**config.mk**
```make
export PLATFORM = sky130hd
export DESIGN_NAME = inv_mix_columns_seq_flat
export DESIGN_NICKNAME = d
export VERILOG_FILES = /design/src/rtl/inv_mix_columns_seq_if.sv /design/src/rtl/inv_mix_columns_seq.sv /design/src/flat_wrapper.sv
export SDC_FILE = /design/constraint.sdc
export NUM_CORES = 1
export LEC_CHECK = 0
export CAP_MARGIN = 15
export CORE_MARGIN = 4
export CORE_UTILIZATION = 35
export DETAILED_ROUTE_END_ITERATION = 10
export DONT_BUFFER_PORTS = 1
export SKIP_CTS_REPAIR_TIMING = 1
export SYNTH_ARGS = -nofsm -noshare
export SYNTH_HDL_FRONTEND = slang
export SYNTH_SLANG_ARGS = --single-unit
```
**constraint.sdc**
```tcl
create_clock -name clk -period 4.05 [get_ports clk]
set_input_delay 0.81 -clock clk [delete_from_list [all_inputs] [get_ports clk]]
set_output_delay 0.81 -clock clk [all_outputs]
set_load 0.02 [all_outputs]
```
**src/rtl/inv_mix_columns_seq_if.sv**
```systemverilog
// Handshake bundle for the iterative InvMixColumns engine: input and output valid/ready channels.
// The mode signal exists only when MIXCOL_FWD_MODE_EN is defined.
interface inv_mix_columns_seq_if;
  logic         in_valid;
  logic         in_ready;
  logic [127:0] in_data;
  logic         out_valid;
  logic         out_ready;
  logic [127:0] out_data;
`ifdef MIXCOL_FWD_MODE_EN
  logic         mode;

  modport master (output in_valid, in_data, out_ready, mode,
                  input  in_ready, out_valid, out_data);
  modport slave  (input  in_valid, in_data, out_ready, mode,
                  output in_ready, out_valid, out_data);
`else
  modport master (output in_valid, in_data, out_ready,
                  input  in_ready, out_valid, out_data);
  modport slave  (input  in_valid, in_data, out_ready,
                  output in_ready, out_valid, out_data);
`endif
endinterface

```
**src/rtl/inv_mix_columns_seq.sv**
```systemverilog
// Iterative AES InvMixColumns on a 128-bit state, COLS_PER_CYCLE columns per clock.
// Optional MIXCOL_FWD_MODE_EN adds a mode input selecting forward MixColumns.
module inv_mix_columns_seq #(
  parameter int unsigned COLS_PER_CYCLE = 1
) (
  input logic                  clk,
  input logic                  rst,
  inv_mix_columns_seq_if.slave bus
);

  // Column 0 occupies the most significant 32 bits.
  typedef logic [0:3][31:0] cols_t;

  typedef enum logic [1:0] {
    IDLE,
    BUSY,
    DONE
  } state_e;

  localparam logic [1:0] STEP = 2'(COLS_PER_CYCLE);
  localparam logic [1:0] LAST = 2'(4 - COLS_PER_CYCLE);

  function automatic logic [7:0] xtime(input logic [7:0] v);
    return {v[6:0], 1'b0} ^ (v[7] ? 8'h1B : 8'h00);
  endfunction

  function automatic logic [7:0] mul9(input logic [7:0] v);
    return xtime(xtime(xtime(v))) ^ v;
  endfunction

  function automatic logic [7:0] mulb(input logic [7:0] v);
    return xtime(xtime(xtime(v))) ^ xtime(v) ^ v;
  endfunction

  function automatic logic [7:0] muld(input logic [7:0] v);
    return xtime(xtime(xtime(v))) ^ xtime(xtime(v)) ^ v;
  endfunction

  function automatic logic [7:0] mule(input logic [7:0] v);
    return xtime(xtime(xtime(v))) ^ xtime(xtime(v)) ^ xtime(v);
  endfunction

  function automatic logic [31:0] inv_col(input logic [31:0] c);
    logic [7:0] a0, a1, a2, a3;
    {a0, a1, a2, a3} = c;
    return {mule(a0) ^ mulb(a1) ^ muld(a2) ^ mul9(a3),
            mule(a1) ^ mulb(a2) ^ muld(a3) ^ mul9(a0),
            mule(a2) ^ mulb(a3) ^ muld(a0) ^ mul9(a1),
            mule(a3) ^ mulb(a0) ^ muld(a1) ^ mul9(a2)};
  endfunction

`ifdef MIXCOL_FWD_MODE_EN
  function automatic logic [31:0] fwd_col(input logic [31:0] c);
    logic [7:0] a0, a1, a2, a3;
    {a0, a1, a2, a3} = c;
    return {xtime(a0) ^ xtime(a1) ^ a1 ^ a2 ^ a3,
            xtime(a1) ^ xtime(a2) ^ a2 ^ a3 ^ a0,
            xtime(a2) ^ xtime(a3) ^ a3 ^ a0 ^ a1,
            xtime(a3) ^ xtime(a0) ^ a0 ^ a1 ^ a2};
  endfunction

  logic fwd_q;
`endif

  state_e       state_q;
  cols_t        work_q;
  cols_t        work_next;
  logic [1:0]   col_cnt_q;
  logic [1:0]   idx;
  logic         in_ready_q;
  logic         out_valid_q;
  logic [127:0] out_data_q;

  // Only the columns addressed this cycle are rewritten; the rest pass through.
  always_comb begin
    work_next = work_q;
    idx       = '0;
    for (int unsigned i = 0; i < COLS_PER_CYCLE; i++) begin
      idx = col_cnt_q + 2'(i);
`ifdef MIXCOL_FWD_MODE_EN
      work_next[idx] = fwd_q ? fwd_col(work_q[idx]) : inv_col(work_q[idx]);
`else
      work_next[idx] = inv_col(work_q[idx]);
`endif
    end
  end

  always_ff @(posedge clk) begin
    if (rst) begin
      state_q     <= IDLE;
      work_q      <= '0;
      col_cnt_q   <= '0;
      in_ready_q  <= 1'b1;
      out_valid_q <= 1'b0;
      out_data_q  <= '0;
`ifdef MIXCOL_FWD_MODE_EN
      fwd_q       <= 1'b0;
`endif
    end else begin
      case (state_q)
        IDLE: begin
          if (bus.in_valid) begin
            work_q     <= bus.in_data;
            col_cnt_q  <= '0;
            in_ready_q <= 1'b0;
            state_q    <= BUSY;
`ifdef MIXCOL_FWD_MODE_EN
            fwd_q      <= bus.mode;
`endif
          end
        end
        BUSY: begin
          work_q    <= work_next;
          col_cnt_q <= col_cnt_q + STEP;
          if (col_cnt_q == LAST) begin
            out_data_q  <= work_next;
            out_valid_q <= 1'b1;
            state_q     <= DONE;
          end
        end
        DONE: begin
          if (bus.out_ready) begin
            out_valid_q <= 1'b0;
            in_ready_q  <= 1'b1;
            state_q     <= IDLE;
          end
        end
        default: begin
          state_q     <= IDLE;
          in_ready_q  <= 1'b1;
          out_valid_q <= 1'b0;
        end
      endcase
    end
  end

  assign bus.in_ready  = in_ready_q;
  assign bus.out_valid = out_valid_q;
  assign bus.out_data  = out_data_q;

endmodule

```
**src/flat_wrapper.sv**
```systemverilog
// flat-port wrapper written by rule: the top's interface ports become plain ports
module inv_mix_columns_seq_flat 
#(
  parameter int unsigned COLS_PER_CYCLE = 1
)
  (clk, rst, bus_in_valid, bus_in_data, bus_out_ready, bus_in_ready, bus_out_valid, bus_out_data);
  inv_mix_columns_seq_if bus_i ();
  input logic clk;
  input logic rst;
  input wire logic [$bits(bus_i.in_valid)-1:0] bus_in_valid;
  input wire logic [$bits(bus_i.in_data)-1:0] bus_in_data;
  input wire logic [$bits(bus_i.out_ready)-1:0] bus_out_ready;
  output wire logic [$bits(bus_i.in_ready)-1:0] bus_in_ready;
  output wire logic [$bits(bus_i.out_valid)-1:0] bus_out_valid;
  output wire logic [$bits(bus_i.out_data)-1:0] bus_out_data;
  assign bus_i.in_valid = bus_in_valid;
  assign bus_i.in_data = bus_in_data;
  assign bus_i.out_ready = bus_out_ready;
  assign bus_in_ready = bus_i.in_ready;
  assign bus_out_valid = bus_i.out_valid;
  assign bus_out_data = bus_i.out_data;
  inv_mix_columns_seq #(.COLS_PER_CYCLE(COLS_PER_CYCLE)) u_core (.clk(clk), .rst(rst), .bus(bus_i));
endmodule
```
==> run metrics, run 1 <==
Final Util 0.394; GRT overflow 0; GR Util All Layers 0.258; via-per-instance ratio 5.88; Skew-Pair Late Insertion Delay 590 ps; antenna violations before repair 2; cell row count 74; crit path capture type flop; nets 1,666; most common cell in the synthesized netlist dfxtp_1; Reg2Reg Depth 8; Critical Path AT 4220 ps; H-tree depth 1; deepest clock path buffer count 3; minimum clock period 3740 ps; die area 0.0447 mm^2; top cell type's share of synthesized area 0.362; share of cells above drive strength 1 0.138; Remaining DRCs 0; final setup violation count 0; Crit Path Max Fanout 15; most common library cells after synthesis dfxtp_1, nand2_1, nor2_1, clkbuf_1, a211oi_1; max incr delay on CP 680 ps; Yosys warning total 0; Total Wirelength 60.2 mm; class of the tightest hold or removal check input pin to flop; r2r endpoint u_core.bus.out_data[53]; port buffer count 0; syn avg cell area 9.19 um^2; initial core utilization 0.355; Max Cap Viol 0; Reg2Reg Setup Slack 310 ps; Post-Place Setup Slack 158 ps; Worst Setup Start Kind flop; main flop type after synthesis dfxtp_1; initial DRC count 1,270; Tcrit/Tclk final 0.924; largest area contributor in the netlist dfxtp_1; cell-by-cell trace of the critical path buf_4, mux4_2, xnor3_1, xor2_1, xnor3_1, xor2_1, nand2_1, a311oi_1; WS Path Type flop to flop; crit path from u_core.col_cnt_q[0]; worst rel slew slack 0.355; Tightest Pin Transition 963 ps; Hold Fails Final Rpt 0; via count 12,300; Top Ports 262; f_max 0.267 GHz; Mapped Area 0.0145 mm^2; RSZ-0062 raised after global routing false; Seq/Total Area, Yosys 0.362; Netlist cell types 50; final setup margin 307 ps; CTS buffer count 29; Die Span X 211 um; worst hold stages 1; Async SR Flop Fraction 0; RD Place Congestion 0.996; crit path buf inv count 1; core area 0.0408 mm^2; CP top delay family XOR/XNOR gates; Avg WL per Cell 28.8 um; TritonCTS clock tree built; Req. time, crit path 4530 ps; leading post-synthesis cells by cell area dfxtp_1, xnor3_1, nand2_1; Clock Sinks 262; vias in the first global route 11,800; drt pass-1 iters 5; Post-synth EDFFs 0; Detail Route Antenna Nets 0; root buf cell clkbuf_16; FF+latch count, synth 262; Syn Inst Count 1,577; first-pass GRT wire length 86.0 mm; DPL Wire Length 44.8 mm; P&R area growth vs syn 11.1%; die outline height 211 um; outcome finished clean; RR Startpoint u_core.col_cnt_q[0]; WHS Endpoint u_core.bus.out_data[5]; Slew Limit Fails 0; largest net degree at the start of global routing 255; setup_tns 0 ps; Reg clk slew, reported paths 70 ps; Worst Hold Launch rst; Crit-path slowest cell mux4_2; skew final 32.0 ps; Net Count, Synth 1,713
==> worst register-to-register path, stage by stage, from the launching register on <==
cell,delay (ps)
dfxtp_2,350
buf_4,320
mux4_2,690
xnor3_1,520
xor2_1,310
xnor3_1,480
xor2_1,540
nand2_1,160
a311oi_1,290
==> registers in the layout (all words and copies together) (netlist names) <==
signal                flops
u_core.bus.out_data     128
u_core.work_q           128
u_core.col_cnt_q          2
u_core.state_q            2
u_core.bus.in_ready       1
u_core.bus.out_valid      1
==> worst max path at each step <==
| stage | endpoint | depth (start not counted) | slack (ps) |
|---|---|---|---|
| after floorplan | u_core.work_q[68] | 11 | 790 |
| after global placement | u_core.bus.out_data[44] | 8 | 120 |
| after detailed placement | u_core.bus.out_data[44] | 8 | 160 |
| after CTS | u_core.bus.out_data[44] | 8 | 150 |
| after global routing | u_core.bus.out_data[53] | 8 | 130 |
| final | u_core.bus.out_data[53] | 8 | 310 |
==> final cells by class <==
class | instances | area, um^2
Timing Repair Buffer | 65 | 513
Multi-Input combinational cell | 1153 | 8590
Clock inverter | 15 | 194
Antenna cell | 3 | 7.51
Sequential cell | 262 | 5250
Clock buffer | 39 | 813
Tap cell | 532 | 666
Fill cell | 4036 | 24700
Inverter | 19 | 71.3
==> cell families (layout without fill, tap and decap cells) <==
group | count (synthesis) | in the layout | share of synthesized area
AOI/OAI and AO/OA | 328 | 328 | 0.155
xor gates and xnor gates | 181 | 181 | 0.186
adders and majority gates | 4 | 4 | 0.00345
buffers and inverters | 162 | 138 | 0.0483
DFF | 262 | 262 | 0.362
muxes | 79 | 79 | 0.0829
other | 0 | 3 | 0
and+or+nand+nor | 561 | 561 | 0.163
==> layout by cell type (no fill, tap or decap), types with 8 or more instances in the layout <==
master,n
a211oi_1,98
a21oi_1,74
a22o_1,10
a311oi_1,34
a31o_2,21
a31oi_1,16
and2_1,8
and3_1,12
buf_4,63
clkbuf_16,29
dfxtp_1,261
inv_1,18
mux2_2,8
mux2i_1,39
mux4_2,32
nand2_1,221
nand2b_1,10
nor2_1,209
nor2b_1,16
nor3_1,61
nor4_1,12
o21ai_0,12
o21ai_1,8
o22ai_1,43
xnor2_1,70
xnor2_2,14
xnor3_1,48
xor2_1,25
xor3_1,10
==> per-stage QoR <==
stage,std cells,hold slack [ps],instance area (um^2)
2_1_floorplan,1577,429,14500
3_3_place_gp,2031,472,15100
3_5_place_dp,2031,474,15100
4_1_cts,2085,280,16100
5_1_grt,2086,293,16100
6_report,2088,307,16100
==> per-layer routing <==
metal | global-route usage | wire (um) | vias to the layer above
met5 | 0 | 0 | -
met4 | 0.103 | 2480 | 0
met3 | 0.0621 | 5710 | 97
met2 | 0.408 | 27800 | 596
met1 | 0.342 | 24200 | 6090
li1 | - | - | 5490
Power of run 1 is not shown: default switching activity piles up to over one toggle a cycle in this logic, so the estimate is an artifact.
==> run 2: changes to the inputs <==
--- a/config.mk
+++ b/config.mk
@@ -6,7 +6,7 @@
 export NUM_CORES = 1
 export LEC_CHECK = 0
 export CAP_MARGIN = 15
-export CORE_MARGIN = 4
+export CORE_ASPECT_RATIO = 1.4
 export CORE_UTILIZATION = 35
 export DETAILED_ROUTE_END_ITERATION = 10
 export DONT_BUFFER_PORTS = 1
==> run 2 against run 1 <==
  * Global-route usage grew 2.6 points
  * Register-to-register slack is essentially flat
  * Core utilization grew 0.21 points
  * Clock skew shrank 11 ps
  * Die area shrank 5.6%
  * Count of clock-buffer cells in the layout grew 3
  * Routed wire length grew 2.1%
  * Critical path depth is the same
  * Final cell count is essentially flat
==> run metrics, run 2 (synthesis gave the netlist of run 1 again) <==
f_max 0.267 GHz (about the same); Total Wirelength 61.5 mm (+2.1%); RSZ-0062 raised after global routing false; root buf cell clkbuf_16; class of the tightest hold or removal check input pin to flop; core area 0.0405 mm^2 (-0.83%); most common cell after layout, fill and taps aside dfxtp_1; Avg WL per Cell 29.4 um (+2.0%); via-per-instance ratio 5.88 (about the same); final setup violation count 0 (unchanged); Max Cap Viol 0 (unchanged); outcome finished clean; highest-count cells in the layout ignoring fill and taps dfxtp_1, nand2_1, nor2_1; worst rel slew slack 0.308 (-0.0474); setup_tns 0 ps (unchanged); initial DRC count 1,157 (-8.9%); crit path capture type flop; deepest clock path buffer count 3 (unchanged); Slew Limit Fails 0 (unchanged); share of cells above drive strength 1 0.135 (-0.00258); die outline height 243 um (+15%); vias in the first global route 11,700 (-0.62%); P&R area growth vs syn 10.8%; H-tree depth 1 (unchanged); largest net degree at the start of global routing 255 (unchanged); nets 1,668 (+0.12%); via count 12,300 (+0.13%); Final Instance Count excl. Fillers 2,089 (+0.048%); Hold Fails Final Rpt 0 (unchanged); post-route design area 0.0161 mm^2 (-0.29%); Clock Sinks 262 (unchanged); initial core utilization 0.358 (+0.00296); die area 0.0422 mm^2 (-5.6%); drt pass-1 iters 5 (unchanged); Detail Route Antenna Nets 0 (unchanged); Post-Place Cell Area 0.0151 mm^2 (+0.38%); port buffer count 0 (unchanged); Remaining DRCs 0 (unchanged); Reg clk slew, reported paths 70 ps (about the same); Req. time, crit path 4540 ps (about the same); Tcrit/Tclk final 0.924 (about the same); Critical Path AT 4230 ps (about the same); cell row count 87 (+18%); Reg2Reg Depth 8 (unchanged); CTS buffer count 27 (-6.9%); Worst Setup Start Kind flop; Top Ports 262 (unchanged); first-pass GRT wire length 87.2 mm (+1.3%); Die Span X 174 um (-18%); TritonCTS clock tree built; antenna violations before repair 1 (-1); minimum clock period 3740 ps (-0.509 ps); GRT overflow 0 (unchanged); Crit Path Max Fanout 15 (unchanged); worst hold stages 1 (unchanged); WS Path Type flop to flop; Reg2Reg Setup Slack 310 ps (about the same); GR Util All Layers 0.284 (+0.0260); Skew-Pair Late Insertion Delay 590 ps (about the same); RD Place Congestion 1.01 (+1.5%); skew final 21.0 ps (-11.0 ps); DPL Wire Length 45.7 mm (+2.0%); placed insts 2,037 (+0.30%); Tightest Pin Transition 1040 ps (+74.6 ps)
[run 2: cell types whose count changed in the layout (fill, tap and decap cells not counted), sizes merged]
| cell | before | now |
|---|---|---|
| clkinvlp | 2 | 0 |
| diode | 3 | 2 |
| clkinv | 7 | 5 |
| clkbuf | 39 | 42 |
| bufinv | 3 | 2 |
| inv | 22 | 20 |
| buf | 65 | 69 |
[run 2: area by class of cell]
cell class | count | area [um^2]
fillers | 4083 | 24400
multi-input cells | 1153 | 8580
flip-flops and latches | 262 | 5250
clock buffers | 42 | 802
well taps | 534 | 668
repair buffers | 69 | 568
clock inverters | 8 | 109
inverters | 19 | 71.3
diodes | 2 | 5.00
[run 2: routing by layer]
metal	track usage	part of all wire	vias up
met3	0.0467	0.067	110
li1	-	-	5472
met5	0	0	-
met2	0.489	0.50	573
met1	0.337	0.38	6134
met4	0.150	0.055	0
[run 2: path summary, 6_finish.rpt]
| path | start | to |
|---|---|---|
| worst max-delay path | u_core.col_cnt_q[0] | u_core.work_q[107] |
| worst min-delay path | rst | u_core.bus.out_data[31] |
| worst max register to register | u_core.col_cnt_q[0] | u_core.work_q[107] |
| worst min register to register | u_core.work_q[19] | u_core.work_q[19] |
[run 2: metrics by stage]
step	utilization	setup WS, ps	hold slack (ps)
after floorplan	-	793	429
after CTS	0.396	131	295
after global routing	0.396	141	291
after detailed placement	0.374	172	485
final	0.396	307	299
after global placement	0.374	94.1	477
[run 2: critical path: stages, from the launching register on]
cell and delay [ps]:
dfxtp_4 550, buf_12 220, mux4_2 690, xnor2_2 490, xnor3_1 580, xnor2_2 190
xnor2_2 490, a211oi_1 160, a311oi_1 280
Power of run 2 is left out for the same reason.
